## config.mk

```make
export PLATFORM = sky130hd
export DESIGN_NAME = hazard_ctrl_seq
export DESIGN_NICKNAME = d
export VERILOG_FILES = /design/src/rtl/hazard_ctrl_seq.sv
export SDC_FILE = /design/constraint.sdc
export NUM_CORES = 1
export LEC_CHECK = 0
export ABC_AREA = 0
export CAP_MARGIN = 20
export CELL_PAD_IN_SITES_DETAIL_PLACEMENT = 1
export CELL_PAD_IN_SITES_GLOBAL_PLACEMENT = 1
export CORE_MARGIN = 5
export CORE_UTILIZATION = 22
export DETAILED_ROUTE_END_ITERATION = 16
export GPL_ROUTABILITY_DRIVEN = 0
export PLACE_DENSITY_LB_ADDON = 0.1
export SLEW_MARGIN = 20
export SYNTH_ARGS = -nofsm -noshare
export SYNTH_HDL_FRONTEND = slang
export SYNTH_SLANG_ARGS = --single-unit
```

## constraint.sdc

```tcl
create_clock -name clk -period 1.8 [get_ports clk]
set_input_delay 0.36 -clock clk [delete_from_list [all_inputs] [get_ports clk]]
set_output_delay 0.36 -clock clk [all_outputs]
set_load 0.01 [all_outputs]
```

## src/rtl/hazard_ctrl_seq.sv

```systemverilog
// hazard_ctrl_seq: sequential ID-stage stall/bubble controller for an N-stage in-order pipeline.
// Define STALL_PERF_CNT_EN to add load/mem/trap stall performance counters.
module hazard_ctrl_seq #(
  parameter int NUM_STAGES = 5,
  parameter int REG_ADDR_W = 5,
  parameter int LOAD_USE_LAT = 1,
  localparam int NREG = NUM_STAGES - 1
) (
  input  logic                  clk,
  input  logic                  reset,
  input  logic                  instr_stall,
  input  logic [REG_ADDR_W-1:0] ifid_rs1,
  input  logic [REG_ADDR_W-1:0] ifid_rs2,
  input  logic [REG_ADDR_W-1:0] idex_rd,
  input  logic                  idex_memread,
  input  logic                  idex_memwrite,
  input  logic                  mem_read,
  input  logic                  mem_ready,
  input  logic                  jump,
  input  logic [1:0]            branch_pending,
  input  logic                  syscall,
  input  logic                  int_trap,
  input  logic                  trap_in_id,
  input  logic                  flush_pipeline,
  input  logic                  pc_src,
`ifdef STALL_PERF_CNT_EN
  output logic [31:0]           perf_load_stalls,
  output logic [31:0]           perf_mem_stalls,
  output logic [31:0]           perf_trap_holds,
`endif
  output logic [NREG-1:0]       bubble,
  output logic [NREG-1:0]       write_en,
  output logic                  write_pc,
  output logic                  trap_waiting,
  output logic [1:0]            state_o
);
  typedef enum logic [1:0] {RUN, LOAD_STALL, MEM_WAIT, TRAP_HOLD} state_t;
  state_t state, resume_state, eff, nstate, nresume;
  logic [3:0] cnt, ncnt;
  logic load_use, lu_hold, sh_hold, trap_cyc;
  assign state_o = state;
  assign load_use = idex_memread && idex_rd != '0 && (idex_rd == ifid_rs1 || idex_rd == ifid_rs2);
  always_comb begin
    eff = (state == MEM_WAIT && mem_ready) ? resume_state : state;
    nstate = eff;
    nresume = resume_state;
    ncnt = cnt;
    bubble = '0;
    write_en = '1;
    write_pc = 1'b1;
    trap_waiting = syscall;
    lu_hold = 1'b0;
    sh_hold = 1'b0;
    trap_cyc = 1'b0;
    if (!mem_ready) begin
      write_en = '0;
      write_pc = 1'b0;
      trap_waiting = 1'b0;
      if (state != MEM_WAIT) begin
        nresume = state;
        nstate = MEM_WAIT;
      end
    end else if (eff == LOAD_STALL) begin
      lu_hold = 1'b1;
      ncnt = cnt - 4'd1;
      nstate = (cnt <= 4'd1) ? RUN : LOAD_STALL;
    end else if (eff == TRAP_HOLD) begin
      trap_cyc = 1'b1;
      nstate = (branch_pending == 2'b00) ? RUN : TRAP_HOLD;
    end else if (branch_pending != 2'b00 && syscall) begin
      trap_cyc = 1'b1;
      nstate = TRAP_HOLD;
    end else if (mem_read && idex_memwrite) begin
      sh_hold = 1'b1;
    end else if (load_use) begin
      lu_hold = 1'b1;
      if (LOAD_USE_LAT > 1) begin
        ncnt = 4'(LOAD_USE_LAT - 1);
        nstate = LOAD_STALL;
      end
    end else if ((jump && !instr_stall) || trap_in_id) begin
      bubble[0] = 1'b1;
    end
    if (lu_hold || sh_hold) begin
      bubble[1] = 1'b1;
      write_en[0] = 1'b0;
      write_pc = 1'b0;
      trap_waiting = 1'b0;
    end
    if (trap_cyc) begin
      bubble[1] = 1'b1;
      write_en[0] = 1'b0;
      trap_waiting = 1'b0;
    end
    if (instr_stall) begin
      write_pc = 1'b0;
      if (jump) write_en[0] = 1'b0;
    end
    // Redirects cancel any pending load stall or trap hold.
    if (int_trap) begin
      bubble = '1;
      write_pc = 1'b1;
      nstate = RUN;
      ncnt = '0;
    end else if (pc_src) begin
      bubble[NREG-2:0] = '1;
      write_pc = 1'b1;
      nstate = RUN;
      ncnt = '0;
    end
    if (flush_pipeline) bubble[0] = 1'b1;
    if (reset) begin
      bubble = '1;
      write_en = '1;
      write_pc = 1'b0;
      trap_waiting = 1'b0;
    end
  end
  always_ff @(posedge clk) begin
    if (reset) begin
      state <= RUN;
      resume_state <= RUN;
      cnt <= '0;
    end else begin
      state <= nstate;
      resume_state <= nresume;
      cnt <= ncnt;
    end
  end
`ifdef STALL_PERF_CNT_EN
  always_ff @(posedge clk) begin
    if (reset) begin
      perf_load_stalls <= '0;
      perf_mem_stalls <= '0;
      perf_trap_holds <= '0;
    end else begin
      if (lu_hold && !int_trap && !pc_src) perf_load_stalls <= perf_load_stalls + 32'd1;
      if (!mem_ready) perf_mem_stalls <= perf_mem_stalls + 32'd1;
      if (trap_cyc && !int_trap && !pc_src) perf_trap_holds <= perf_trap_holds + 32'd1;
    end
  end
`endif
endmodule

```

==> results.json, run 1 <==
{
  "dr.first_iter.drc_count": 12,
  "drtAntennaViolNets": 0,
  "drt_via_density": 4.528,
  "ctsHoldBuffers": 0,
  "start_util_pct": 22.79,
  "worst_skew_pair.late_latency_ns": 0.25,
  "cts_root_buffer": "clkbuf_4",
  "post-route-drc-count": 0,
  "slew-limit-headroom_pct": 75.18,
  "grtUsageTotal_pct": 12.63,
  "cp.arrival_ns": 1.83,
  "wl_per_cell_um": 13.55,
  "grt_pass1_vias": 919,
  "synth_nets": 119,
  "crit_path_max_fanout": 2,
  "post-route-cell-area_mm2": 0.001440,
  "finalWorstSetupSlack_ns": -0.3948,
  "row_count": 20,
  "power.share.switching_pct": 27.74,
  "final_common_cell": "buf_4",
  "critical_path_launch_point_type": "input pin",
  "p_int_mw": 0.3945,
  "worstPathRequired_ns": 1.44,
  "cts_tree": "built",
  "layout_worst_path_cycle_share_pct": 121.9,
  "detailed_router_iteration_count_before_antenna_repair": 4,
  "synthesis.area_per_instance_um2": 7.996,
  "dr_total_vias": 901,
  "layoutNonFillerInstCount": 199,
  "cts-buffers-inserted": 3,
  "critical_path.reg2reg.startpoint": "resume_state[0]",
  "rsz_0062_raised_after_global_routing": "yes",
  "cts_htree_levels": 1,
  "cp_slowest_stage_delay_ns": 0.51,
  "overall_power_of_the_completed_layout_mw": 0.5460,
  "clock-sinks": 8,
  "synthesis.area_um2": 695.7,
  "end_kind": "primary output",
  "yosys_register_bits": 8,
  "actual_slew_at_the_worst_max_slew_pin_ns": 0.3717,
  "crit-reg2reg-capture": "state_o[0]",
  "share_clk_of_total_power_pct": 24.3,
  "setup.reg_to_reg.worst_slack_ns": 0.28,
  "crit_path_top_delay_cell": "or4_1",
  "grt_max_degree": 8,
  "clk_transition_reported_paths_ns": 0.05,
  "die_w_um": 66.23,
  "drive_above_1_share_pct": 45.16,
  "syn-instance-count": 87,
  "detailed_placement_hpwl_um": 2250,
  "area_growth_syn_to_layout_pct": 107.0,
  "nNetsFinal": 189,
  "pre_cts_slack_ns": -1.155,
  "grt_pass1_wl_um": 4312,
  "antenna_cells": 0,
  "worstSetupPathDepth": 7,
  "critical_path.endpoint": "bubble[0]",
  "failed_checks": "negative setup slack",
  "timing.critical_path.max_delay_family": "compound AO/OA/AOI/OAI gates",
  "antenna_found_initial": 0,
  "largest_buffer_count_on_any_clock_path": 2,
  "p_comb_share_pct": 42.5,
  "critical_path_class": "input pin to primary output",
  "fmax_ghz": 0.4556,
  "power_frac_seq_pct": 33.2,
  "clock_skew_ns": 0.004795,
  "mostFrequentLayoutCells": "buf_4, clkdlybuf4s50_1, dlygate4sd2_1",
  "global_route.overflow_total": 0,
  "worstSetupStartpoint": "idex_rd[2]",
  "switching_power_mw": 0.1514,
  "height_of_the_die_um": 66.23,
  "core_area_mm2": 0.003053,
  "pin_count": 42,
  "ys_seq_area_share_pct": 23.02,
  "worstPathBufferInverterCount": 3,
  "result_of_the_run": "finished with violations",
  "max_cap_check_violation_count": 0,
  "placed_cells": 191,
  "r2r.worst_path.cells": 6,
  "vdd_ir_drop_max_mv": 0.2470,
  "timing.critical_path.cells": "buf_6 -> or4_1 -> o21a_1 -> a211oi_2 -> buf_4 -> a311o_1 -> buf_2",
  "io_buffer_count": 41,
  "routed_wirelength_um": 2696,
  "timing.final.hold_violations": 0,
  "finalCriticalPeriod_ns": 2.195,
  "dpl_cell_area_mm2": 0.001315,
  "setup-violations-final": 5,
  "post_synth_cell_types": 35,
  "design.die.area_mm2": 0.004386,
  "cellPowerDensity_mw_per_mm2": 379.1,
  "holdWs_ns": 0.5247,
  "synthesis.yosys.warnings": 0,
  "power_leakage_nw": 0.6196,
  "timing_max_transition_violations_final": 0,
  "hold_class": "register to register"
}
[power groups by stage]
| stage | registers, mW | logic, mW | clock network, mW |
|---|---|---|---|
| after global placement | 0.184 | 0.213 | 0 |
| after global routing | 0.181 | 0.250 | 0.156 |
| after CTS | 0.181 | 0.212 | 0.141 |
| after detailed placement | 0.184 | 0.217 | 0 |
| after floorplan | 0.185 | 0.0766 | 0 |
| final | 0.181 | 0.232 | 0.133 |
[sequential cells by signal (all words and copies together) (netlist names)]
register      count
state_o           2
resume_state      2
cnt               4
[tightest hold or removal path, stage by stage (launching register included)]
cell     delay (ns)
dfxtp_1        0.35
xor2_1         0.07
nor2_1         0.07
[metal layers]
layer  up-vias  track usage [%]  wire (um)
met1       424            15.56       1149
li1        446                -          -
met4         0            3.807         29
met3         5            2.041        189
met5         -                0          0
met2        26            22.18       1327
[worst min-delay path by stage]
stage	startpoint	to	depth (start not counted)
after floorplan	resume_state[0]	resume_state[0]	2
after global placement	cnt[1]	cnt[1]	2
after detailed placement	resume_state[0]	resume_state[0]	2
after CTS	resume_state[0]	resume_state[0]	2
after global routing	cnt[3]	cnt[3]	2
final	cnt[3]	cnt[3]	2
[logic make-up (layout without fill, tap and decap cells)]
group	Yosys count	count (layout)	share of synthesized area (%)
adder cells (fa/ha/maj)	2	2	3.597
AO/OA/AOI/OAI	20	20	22.84
buffers and inverters	10	78	6.473
XOR/XNOR	13	13	16.37
AND/OR/NAND/NOR	33	33	26.08
flip-flops	8	8	23.02
multiplexers	1	1	1.619
[layout make-up]
| cell class | instances | area [um^2] |
|---|---|---|
| well taps | 44 | 55.05 |
| fillers | 384 | 1613 |
| inverters | 5 | 18.77 |
| repair buffers | 70 | 585.6 |
| clock buffers | 3 | 22.52 |
| flip-flops and latches | 8 | 162.7 |
| multi-input cells | 69 | 595.6 |
[repair_timing]
item                                    CTS  global route
endpoints found under the setup margin   15            10
buffers inserted                          4             3
resized for setup                        70            31
pin swaps                                22            14
[per-stage QoR]
step	TNS (ns)	util (%)
floorplan	-0.2110	-
global placement	-8.679	43.07
detailed placement	-9.030	43.07
CTS	-1.784	44.10
global route	-1.771	47.17
finish	-1.515	47.17
[synth_stat cells, drive strengths merged]
cell     instances  area, um^2
xnor2           11       96.34
dfxtp            8       160.2
nor2             8       30.03
inv              5       18.76
nand2            5       18.77
nand3            5       25.02
nor3             4       20.02
and2             3       18.77
clkbuf           3       11.26
or2              3       18.77
a2111oi          2       17.52
a211oi           2       20.02
a21o             2       15.01
a21oi            2       10.01
a31oi            2       12.51
buf              2       15.01
ha               2       25.02
o21ai            2       10.01
o2bb2ai          2       17.52
xor2             2       17.52
a311o            1       10.01
mux2             1       11.26
nand2b           1       6.260
nand4            1       6.260
nor4b            1       23.77
o21a             1       7.510
o21bai           1       7.510
o22ai            1       6.260
o311ai           1       8.760
o41ai            1       16.27
or3              1       6.260
or4              1       7.510
Note: power is estimated with default switching activity, not from simulation.
==> inputs of run 2 (changes only) <==
--- a/config.mk
+++ b/config.mk
@@ -14,7 +14,8 @@
 export DETAILED_ROUTE_END_ITERATION = 16
 export GPL_ROUTABILITY_DRIVEN = 0
 export PLACE_DENSITY_LB_ADDON = 0.1
-export SLEW_MARGIN = 20
+export SETUP_SLACK_MARGIN = 0.1
+export SLEW_MARGIN = 10
 export SYNTH_ARGS = -nofsm -noshare
 export SYNTH_HDL_FRONTEND = slang
 export SYNTH_SLANG_ARGS = --single-unit
==> results.json, run 2 (synthesis gave the netlist of run 1 again) <==
{
  "finalWorstSetupSlack_ns": -0.3633,
  "antenna_cells": 0,
  "seq_area_um2": 162.7,
  "critical_path_launch_point_type": "input pin",
  "nNetsFinal": 190,
  "crit_path_max_fanout": 2,
  "antenna_found_initial": 0,
  "grtUsageTotal_pct": 13.09,
  "largest_buffer_count_on_any_clock_path": 2,
  "global_route.overflow_total": 0,
  "max_cap_check_violation_count": 0,
  "worstPathRequired_ns": 1.44,
  "setup-violations-final": 5,
  "ctsHoldBuffers": 0,
  "hold_class": "input pin to register",
  "detailed_router_iteration_count_before_antenna_repair": 2,
  "mostFrequentLayoutCells": "buf_4, dlygate4sd2_1, xnor2_1",
  "failed_checks": "negative setup slack",
  "clk_transition_reported_paths_ns": 0.05,
  "power_frac_seq_pct": 33.6,
  "io_buffer_count": 41,
  "largest_register": "cnt",
  "pin_count": 42,
  "drive_above_1_share_pct": 44.87,
  "timing.final.hold_violations": 0,
  "vdd_ir_drop_max_mv": 0.2306,
  "result_of_the_run": "finished with violations",
  "cts-buffers-inserted": 3,
  "num-fill-cells": 388,
  "drt_via_density": 4.415,
  "wl_per_cell_um": 13.82,
  "cp.arrival_ns": 1.80,
  "crit_path_top_delay_cell": "or4_4",
  "timing_max_transition_violations_final": 0,
  "drtAntennaViolNets": 0,
  "largest_reg_flops": 4,
  "end_kind": "primary output",
  "pre_cts_slack_ns": -1.150,
  "p_comb_share_pct": 40.8,
  "routed_wirelength_um": 2764,
  "cts_tree": "built",
  "share_clk_of_total_power_pct": 25.6,
  "timing.critical_path.cells": "buf_6 -> or4_4 -> o21a_1 -> a211oi_2 -> buf_4 -> a311o_1 -> buf_2",
  "power_leakage_nw": 0.6112,
  "p_int_mw": 0.3874,
  "area_growth_syn_to_layout_pct": 101.1,
  "layout_worst_path_cycle_share_pct": 120.2,
  "detailed_placement_hpwl_um": 2203,
  "dr_total_vias": 883,
  "clock_skew_ns": 0.007031,
  "cellPowerDensity_mw_per_mm2": 386.4,
  "core_area_mm2": 0.003053,
  "power.share.switching_pct": 28.32,
  "cp_slowest_stage_delay_ns": 0.52,
  "design.die.area_mm2": 0.004386,
  "start_util_pct": 22.79,
  "fmax_ghz": 0.4623,
  "height_of_the_die_um": 66.23,
  "post-route-drc-count": 0,
  "switching_power_mw": 0.1531,
  "dr.first_iter.drc_count": 19,
  "overall_power_of_the_completed_layout_mw": 0.5405,
  "rsz_0062_raised_after_global_routing": "yes",
  "grt_max_degree": 7,
  "grt_pass1_vias": 973,
  "grt_pass1_wl_um": 4429,
  "setup_tns_ns": -1.453,
  "clock-sinks": 8,
  "multi_input_gate_area_um2": 558.0,
  "worst_skew_pair.late_latency_ns": 0.25,
  "slew-limit-headroom_pct": 74.90,
  "finalCriticalPeriod_ns": 2.163,
  "die_w_um": 66.23,
  "cts_root_buffer": "clkbuf_4",
  "cts_htree_levels": 1,
  "critical_path_class": "input pin to primary output",
  "row_count": 20,
  "final_common_cell": "buf_4",
  "actual_slew_at_the_worst_max_slew_pin_ns": 0.3759
}
-- run 2: per-layer routing --
| layer | share of wire (%) | vias to the layer above | track usage [%] |
|---|---|---|---|
| met5 | 0 | - | 0 |
| met4 | 0.69 | 0 | 5.584 |
| met3 | 6.4 | 4 | 2.551 |
| met2 | 49 | 23 | 22.30 |
| met1 | 44 | 407 | 15.79 |
| li1 | - | 449 | - |
-- run 2: worst paths after layout --
kind / startpoint / endpoint / slack [ns] / depth (start not counted)
max: idex_rd[3] / bubble[0] / -0.36 / 7
min: mem_ready / state_o[1] / 0.50 / 3
max reg2reg: resume_state[0] / state_o[0] / 0.26 / 6
min reg2reg: cnt[1] / cnt[1] / 0.53 / 2
-- run 2: what timing repair did --
action                     in CTS  in global routing
resized for setup              94                 10
setup buffers                   5                  3
setup endpoints to repair      17                 12
pin swaps                      25                  6
-- run 2: final cells by class --
cell class	instances	share of cell area, %
Timing Repair Buffer	71	41.59
Sequential cell	8	11.63
Tap cell	44	3.936
Clock buffer	3	1.610
Multi-Input combinational cell	69	39.89
Inverter	5	1.342
-- run 2: power groups by stage --
stage | clock network (mW) | logic (mW) | registers, mW
final | 0.139 | 0.220 | 0.181
after floorplan | 0 | 0.0769 | 0.185
after global routing | 0.159 | 0.238 | 0.181
after CTS | 0.146 | 0.219 | 0.181
after detailed placement | 0 | 0.217 | 0.185
after global placement | 0 | 0.213 | 0.184
-- run 2: stage by stage --
stage               hold WS [ns]  util [%]  instance area, um^2  instances
finish                    0.5029     45.82                 1399        200
global route              0.5238     45.82                 1399        200
CTS                       0.5347     45.49                 1389        198
detailed placement        0.5152     43.07                 1315        191
global placement          0.5024     43.07                 1315        191
floorplan                 0.4803         -                696.9         87
-- run 2: critical path, delay by kind of cell --
kind	cells	cell delay [ns]
simple gates	1	0.52
compound gates	3	0.55
buf+inv	3	0.37
